## config.mk

```make
export PLATFORM = sky130hd
export DESIGN_NAME = bmp_uart_sequencer_flat
export DESIGN_NICKNAME = d
export VERILOG_FILES = /design/src/rtl/bmp_uart_sequencer_if.sv /design/src/rtl/bmp_uart_sequencer.sv /design/src/flat_wrapper.sv
export SDC_FILE = /design/constraint.sdc
export NUM_CORES = 1
export LEC_CHECK = 0
export BUFFER_PORTS_ARGS = -buffer_cell sky130_fd_sc_hd__buf_4
export CAP_MARGIN = 5
export CORE_MARGIN = 5
export CORE_UTILIZATION = 43
export CTS_BUF_LIST = sky130_fd_sc_hd__clkbuf_4 sky130_fd_sc_hd__clkbuf_8
export DETAILED_ROUTE_END_ITERATION = 8
export MAX_ROUTING_LAYER = met4
export PLACE_DENSITY = 0.66
export RECOVER_POWER = 50
export SYNTH_ARGS = -nofsm -noshare
export SYNTH_HDL_FRONTEND = slang
export SYNTH_SLANG_ARGS = --single-unit
```

## constraint.sdc

```tcl
create_clock -name HCLK -period 2.6 [get_ports HCLK]
set_clock_uncertainty 0.1 [all_clocks]
set_input_delay 0.26 -clock HCLK [delete_from_list [all_inputs] [get_ports HCLK]]
set_output_delay 0.26 -clock HCLK [all_outputs]
set_load 0.01 [all_outputs]
```

## src/rtl/bmp_uart_sequencer_if.sv

```systemverilog
// bmp_uart_sequencer_if: pixel-memory read port and UART byte handshake for the BMP sequencer
interface bmp_uart_sequencer_if;
  logic start;
  logic mem_rd_en;
  logic [18:0] mem_rd_addr;
  logic [7:0] mem_rd_data;
  logic [7:0] transmitData;
  logic TxD_start;
  logic TxD_done;
  logic busy;
  logic isTransmitted;
  modport master (
    input start, mem_rd_data, TxD_done,
    output mem_rd_en, mem_rd_addr, transmitData, TxD_start, busy, isTransmitted
  );
  modport slave (
    output start, mem_rd_data, TxD_done,
    input mem_rd_en, mem_rd_addr, transmitData, TxD_start, busy, isTransmitted
  );
endinterface

```

## src/rtl/bmp_uart_sequencer.sv

```systemverilog
// bmp_uart_sequencer: streams a generated 24-bit BMP header followed by pixel memory bytes to a UART
module bmp_uart_sequencer #(
  parameter int WIDTH = 10,
  parameter int HEIGHT = 5,
  parameter int BMP_HEADER_NUM = 54
) (
  input logic HCLK,
  input logic HRESET,
  bmp_uart_sequencer_if.master bus
);
  localparam logic [18:0] HDRN = 19'(BMP_HEADER_NUM);
  localparam logic [18:0] LAST = 19'(BMP_HEADER_NUM + WIDTH * HEIGHT * 3);
  localparam logic [31:0] FSIZE = 32'(BMP_HEADER_NUM + WIDTH * HEIGHT * 3);
  typedef enum logic [2:0] {IDLE, HDR, FETCH, RDWAIT, SEND, WAITDONE, DONE} stateT;
  stateT state, stateNext;
  logic [18:0] idx, idxNext, idxInc, addrNext;
  logic [7:0] dataNext, hdrByte;
  logic txNext, rdNext;
  logic [31:0] hdrWord;
  logic [1:0] off;
  // Every header field starts at an offset of 2 mod 4, so one word per field plus a
  // rotated byte lane covers the whole header; the 2-byte fields are pre-shifted to fit.
  assign off = idx[1:0] + 2'd2;
  assign hdrWord = idx < 19'd2  ? 32'h4D42_0000 :
                   idx < 19'd6  ? FSIZE :
                   idx < 19'd10 ? 32'd0 :
                   idx < 19'd14 ? 32'(BMP_HEADER_NUM) :
                   idx < 19'd18 ? 32'd40 :
                   idx < 19'd22 ? 32'(WIDTH) :
                   idx < 19'd26 ? 32'(HEIGHT) :
                   idx < 19'd28 ? 32'd1 :
                   idx < 19'd30 ? 32'h0018_0000 : 32'd0;
  assign hdrByte = 8'(hdrWord >> {off, 3'b000});
  assign idxInc = idx + 19'd1;
  assign bus.busy = state != IDLE && state != DONE;
  assign bus.isTransmitted = state == DONE;
  always_comb begin
    stateNext = state;
    idxNext = idx;
    txNext = 1'b0;
    rdNext = 1'b0;
    dataNext = bus.transmitData;
    addrNext = bus.mem_rd_addr;
    case (state)
      IDLE: if (bus.start) begin
        stateNext = HDR;
        idxNext = '0;
      end
      HDR: begin
        dataNext = hdrByte;
        txNext = 1'b1;
        stateNext = WAITDONE;
      end
      FETCH: begin
        rdNext = 1'b1;
        addrNext = idx - HDRN;
        stateNext = RDWAIT;
      end
      RDWAIT: stateNext = SEND;
      SEND: begin
        dataNext = bus.mem_rd_data;
        txNext = 1'b1;
        stateNext = WAITDONE;
      end
      WAITDONE: if (bus.TxD_done) begin
        idxNext = idxInc;
        stateNext = idxInc < HDRN ? HDR : idxInc < LAST ? FETCH : DONE;
      end
      DONE: if (!bus.start) stateNext = IDLE;
      default: stateNext = IDLE;
    endcase
  end
  always_ff @(posedge HCLK or negedge HRESET) begin
    if (!HRESET) begin
      state <= IDLE;
      idx <= '0;
      bus.TxD_start <= 1'b0;
      bus.mem_rd_en <= 1'b0;
      bus.mem_rd_addr <= '0;
      bus.transmitData <= '0;
    end else begin
      state <= stateNext;
      idx <= idxNext;
      bus.TxD_start <= txNext;
      bus.mem_rd_en <= rdNext;
      bus.mem_rd_addr <= addrNext;
      bus.transmitData <= dataNext;
    end
  end
endmodule

```

## src/flat_wrapper.sv

```systemverilog
// flat-port wrapper written by rule: the top's interface ports become plain ports
module bmp_uart_sequencer_flat 
#(
  parameter int WIDTH = 10,
  parameter int HEIGHT = 5,
  parameter int BMP_HEADER_NUM = 54
)
  (HCLK, HRESET, bus_start, bus_mem_rd_data, bus_TxD_done, bus_mem_rd_en, bus_mem_rd_addr, bus_transmitData, bus_TxD_start, bus_busy, bus_isTransmitted);
  bmp_uart_sequencer_if bus_i ();
  input logic HCLK;
  input logic HRESET;
  input wire logic [$bits(bus_i.start)-1:0] bus_start;
  input wire logic [$bits(bus_i.mem_rd_data)-1:0] bus_mem_rd_data;
  input wire logic [$bits(bus_i.TxD_done)-1:0] bus_TxD_done;
  output wire logic [$bits(bus_i.mem_rd_en)-1:0] bus_mem_rd_en;
  output wire logic [$bits(bus_i.mem_rd_addr)-1:0] bus_mem_rd_addr;
  output wire logic [$bits(bus_i.transmitData)-1:0] bus_transmitData;
  output wire logic [$bits(bus_i.TxD_start)-1:0] bus_TxD_start;
  output wire logic [$bits(bus_i.busy)-1:0] bus_busy;
  output wire logic [$bits(bus_i.isTransmitted)-1:0] bus_isTransmitted;
  assign bus_i.start = bus_start;
  assign bus_i.mem_rd_data = bus_mem_rd_data;
  assign bus_i.TxD_done = bus_TxD_done;
  assign bus_mem_rd_en = bus_i.mem_rd_en;
  assign bus_mem_rd_addr = bus_i.mem_rd_addr;
  assign bus_transmitData = bus_i.transmitData;
  assign bus_TxD_start = bus_i.TxD_start;
  assign bus_busy = bus_i.busy;
  assign bus_isTransmitted = bus_i.isTransmitted;
  bmp_uart_sequencer #(.WIDTH(WIDTH), .HEIGHT(HEIGHT), .BMP_HEADER_NUM(BMP_HEADER_NUM)) u_core (.HCLK(HCLK), .HRESET(HRESET), .bus(bus_i));
endmodule
```

---- Word-level counts from Yosys, hierarchy flattened ----
Index checks and enable logic that the tools add are counted.
word-level totals
  logic and storage cells ................. 60
  bits in writable memories ............... 0
  memory bits (read-only) ................. 0
  latch bits .............................. 0
  output and inout port bits .............. 31
  memories ................................ 0
  input bits .............................. 12
  bits in registers ....................... 51
operators by class
  multiply operators ...................... 0
  shift operators ......................... 1
  bitwise operators ....................... 0
  multiplexer cells ....................... 21
  reductions and logical operators ........ 8
  add/subtract/negate cells ............... 3
  eq/ne operators ......................... 10
  divide/modulo/power cells ............... 0
  order comparisons ....................... 11
operators with widths
  operator               count
  $mux 32                8
  $lt 19x5->1 const B    5
  $lt 19x4->1 const B    2
  $mux 19                2
  $pmux 19 s2            1
  $shr 32x5->8           1
  $mux 21                1
  $add 19x1->19 const B  1
  $lt 19x2->1 const B    1
  $lt 19x3->1 const B    1
  $lt 19x6->1 const B    1
  $lt 19x8->1 const B    1
  $sub 19x6->19 const B  1
  $pmux 3 s6             1
  $pmux 8 s2             1
  $mux 3                 5
  $eq 3x3->1 const B     3
  $eq 3x2->1 const B     2
  $ne 2x2->1 const B     3
  $reduce_and 3->1       2
  $reduce_bool 2->1      2
  $eq 3x1->1 const B     1
  $logic_not 3->1        1
  $ne 3x3->1 const B     1
  5 further kinds        6

---- Depth between registers and ports, before layout ----
  depth after elaboration ................. 12
  gate-level depth with buffers ........... 9
  mapped depth without buffers ............ 8

---- Worst setup path before layout ----
No wires, ideal clock.
  path type ............................... register -> register
  start point ............................. reg u_core.idx[1]
  end point ............................... reg u_core.state[1]
  setup slack ............................. 0.413 ns
  cell stages (with the launch flop) ...... 8
  arrival time ............................ 1.950 ns
  buffers on the path ..................... 0
  clock period less this slack ............ 2.187 ns
  setup time .............................. 0.137 ns
  path through ............................ dfrtp_1 ha_1 nand4_1 nor4_2 xor2_1 a311o_1 nor4_2 o21ai_0
between the ends
  cells in the longest elaborated chain, start to end .. 5
ends and longest elaborated chain
  what                      RTL line                  RTL
  start: declaration        bmp_uart_sequencer.sv:16  logic [18:0] idx, idxNext, idxInc, addrNext;
  start signal: assignment  bmp_uart_sequencer.sv:83  idx <= idxNext;
  $add 19x1->19             bmp_uart_sequencer.sv:34  assign idxInc = idx + 19'd1;
  $lt 19x6->1               bmp_uart_sequencer.sv:67  stateNext = idxInc < HDRN ? HDR : idxInc < LAST ? FETCH : DONE;
  $mux 3                    bmp_uart_sequencer.sv:67
  $mux 3                    bmp_uart_sequencer.sv:65  WAITDONE: if (bus.TxD_done) begin
  $pmux 3 s6                bmp_uart_sequencer.sv:44  case (state)
  end signal: assignment    bmp_uart_sequencer.sv:82  state <= stateNext;
  end: declaration          bmp_uart_sequencer.sv:15  stateT state, stateNext;
No other way between the ends. The select of a mux whose other input is x is not followed.
A chain may end at the register's enable or synchronous reset.

---- Worst setup path in the final report ----
  start point ............................. reg u_core.idx[12]
  end point ............................... reg u_core.state[0]
Same word-level chain as after synthesis.

==> impl_metrics.json <==
{
  "dr_wl_met2_mm": 3.74,
  "yosysSeqAreaShare_pct": 38.9,
  "hold_violations": 0,
  "postPlaceCellArea_mm2": 0.00372,
  "wl_per_cell_um": 14.8,
  "cap_violations": 0,
  "netlist_area_mm2": 0.00328,
  "start_util_pct": 44.7,
  "synthArstFlopShare_pct": 100,
  "report.final.slew_viol_count": 0,
  "vias_per_cell": 5.54,
  "layout_common_cells": "55 x o21ai_0, 51 x dfrtp_1, 49 x nand2_1",
  "htree_levels": 2,
  "critical_path.most_common_cell": "nor4_2",
  "synth_edf_count": 0,
  "min_path_type": "primary input to register",
  "crit_path_max_fanout": 9,
  "place_hpwl_mm": 5.66,
  "drtIter0Drc": 244,
  "wl_met3_um": 468,
  "clk_path_buf_depth": 2,
  "clk_latency_ps": 310,
  "fmax_mhz": 424,
  "cp-start-kind": "register",
  "post-route-util_pct": 51.6,
  "routed.top_layer": "met4",
  "die_h_um": 97.3,
  "clkTransAtPathRegs_ps": 100,
  "setup_tns_ps": 0,
  "cp-startpoint": "u_core.idx[12]",
  "fin_nets": 455,
  "ir_drop_uv": 260,
  "area_delta_synth_final_pct": 15.4,
  "slowest_stage": "dfrtp_1",
  "slowest_delay_ps": 530,
  "pin_count": 43,
  "period_minus_slack_ps": 2360,
  "fin_hold_ws_ps": 66.3,
  "final.fill_count": 720,
  "r2r_slack_ps": 240,
  "synth_flop_cell": "dfrtp_1",
  "grt_pass1_vias": 2865,
  "tightest_slew_ps": 1260,
  "synth.yosys.warnings": 0,
  "grtUsageTotal_pct": 17.4,
  "finalCritPeriodShare_pct": 90.7,
  "cp.required_ps": 2750,
  "max_slew_margin_pct": 15.9,
  "setup_viol": 0,
  "path_buf_inv": 0,
  "post-route-drc-count": 0,
  "syn_area_per_cell_um2": 8.10,
  "clock_sinks": 51,
  "final_area_mm2": 0.00378,
  "numCtsBuffers": 5,
  "rsz0062_at_grt": "no",
  "worstSetupEndpointType": "register",
  "synth_seq_cells": 51,
  "grt_pass1_wl_mm": 13.5,
  "cts_tree": "built",
  "gp_congestion": 0.923,
  "path_cells": "nand4_1 > nor4_2 > xor2_1 > a311o_1 > nor4_2 > o211a_1",
  "synth_fp_nets": 420,
  "grt_start_max_net_pins": 52,
  "chipWidth_um": 97.3,
  "outcome": "finished, final reports clean",
  "grt.overflow.total": 0,
  "crit_type": "register to register",
  "post_cts_resize_count": 0,
  "vias": 2992,
  "antenna_found_initial": 0,
  "synth.distinct_cells": 55,
  "synth_area_leaders": "dfrtp_1 39%, o21ai_0 8.4%, nand2_1 5.6%",
  "worst-r2r-cell-count": 6,
  "p_per_area_mw_per_mm2": 574,
  "arrival_ps": 2510,
  "endpoint": "u_core.state[0]",
  "firstDrtPassIters": 4,
  "power_mw": 2.17,
  "synth_area_leader_cell": "dfrtp_1",
  "port_buffers": 42,
  "worstReg2RegStart": "u_core.idx[12]",
  "antennaDiodeCount": 0,
  "cts_root_buf": "clkbuf_8",
  "path_depth": 6,
  "met1_length_mm": 3.72,
  "postRouteAntennaNets": 0,
  "core_area_mm2": 0.00733,
  "syn_inst": 405,
  "drive_above_1_share_pct": 15.9,
  "rr_endpoint": "u_core.state[0]",
  "totalWireLength_mm": 8.00,
  "p_leak_nw": 1.65,
  "die-area_mm2": 0.00947,
  "placementRows": 31,
  "layout_commonest_cell": "o21ai_0",
  "synth_top_area_share_pct": 38.9,
  "critPathTopFamily": "simple AND/OR/NAND/NOR gates"
}
cell families after synthesis:
family | Yosys count | share of synthesized area, %
fa+ha+maj | 3 | 1.14
compound gates | 111 | 20.3
flops | 51 | 38.9
simple gates | 169 | 26.4
xor+xnor | 22 | 5.88
buf+inv | 44 | 5.76
mux | 5 | 1.60
how the worst min path moves through the flow:
stage	startpoint	to	slack [ps]	cells after the start
floorplan	HRESET	u_core.bus.TxD_start	-140	0
global placement	HRESET	u_core.idx[14]	230	1
detailed placement	HRESET	u_core.idx[15]	230	1
CTS	bus_mem_rd_data[1]	u_core.bus.transmitData[1]	60	3
global route	bus_mem_rd_data[1]	u_core.bus.transmitData[1]	90	3
finish	bus_mem_rd_data[1]	u_core.bus.transmitData[1]	70	3
metal layers:
| metal | track usage (%) | vias to the layer above |
|---|---|---|
| met2 | 28.0 | 77 |
| met1 | 22.6 | 1421 |
| li1 | - | 1490 |
| met5 | - | - |
| met3 | 3.16 | 4 |
| met4 | 5.11 | 0 |
worst min-delay path: cells and delay by family:
kind / cells / cell delay [ps]
compound gates: 1 / 50
simple gates: 1 / 60
buf+inv: 1 / 80
power breakdown:
group	internal [mW]	switching [mW]
Combinational	0.271	0.419
Sequential	0.867	0.0448
Clock	0.290	0.279
state kept, by name (all words and copies together) (netlist names):
register,cells
u_core.state,3
u_core.bus.transmitData,8
u_core.bus.TxD_start,1
u_core.bus.mem_rd_en,1
u_core.idx,19
u_core.bus.mem_rd_addr,19
through the flow:
| stage | cells | worst slack [ps] |
|---|---|---|
| 2_1_floorplan | 405 | 413 |
| 3_3_place_gp | 531 | 343 |
| 3_5_place_dp | 531 | 297 |
| 4_1_cts | 540 | 269 |
| 5_1_grt | 540 | 23.2 |
| 6_report | 540 | 241 |
synth_stat cells, types with 5 or more instances:
cell type,count
clkbuf_1,23
a22oi_1,5
buf_2,10
dfrtp_1,51
nor3_1,10
nor4_1,5
o31ai_1,9
o211ai_1,5
nand2b_1,5
nand3_1,12
a21oi_1,13
nor2b_1,6
xor2_1,9
inv_1,8
or3_1,7
nor2_1,45
nand2_1,49
o21ai_0,55
xnor2_1,13
nand4_1,7
final cells by class:
| type | instances | area, um2 | share of cell area, % |
|---|---|---|---|
| tap | 99 | 124 | 3.27 |
| multi-input combinational | 310 | 1810 | 47.9 |
| timing repair buffer | 64 | 424 | 11.2 |
| inverter | 8 | 30.0 | 0.794 |
| sequential | 51 | 1280 | 33.7 |
| clock buffer | 5 | 68.8 | 1.82 |
| clock inverter | 3 | 46.3 | 1.22 |
what timing repair did:
action                     4_1_cts  5_1_grt
hold buffers                     1        0
setup endpoints to repair        0        0
hold endpoints to repair        51        0
buffers inserted                 0        0
No activity file was read; power rests on OpenSTA's default activity.
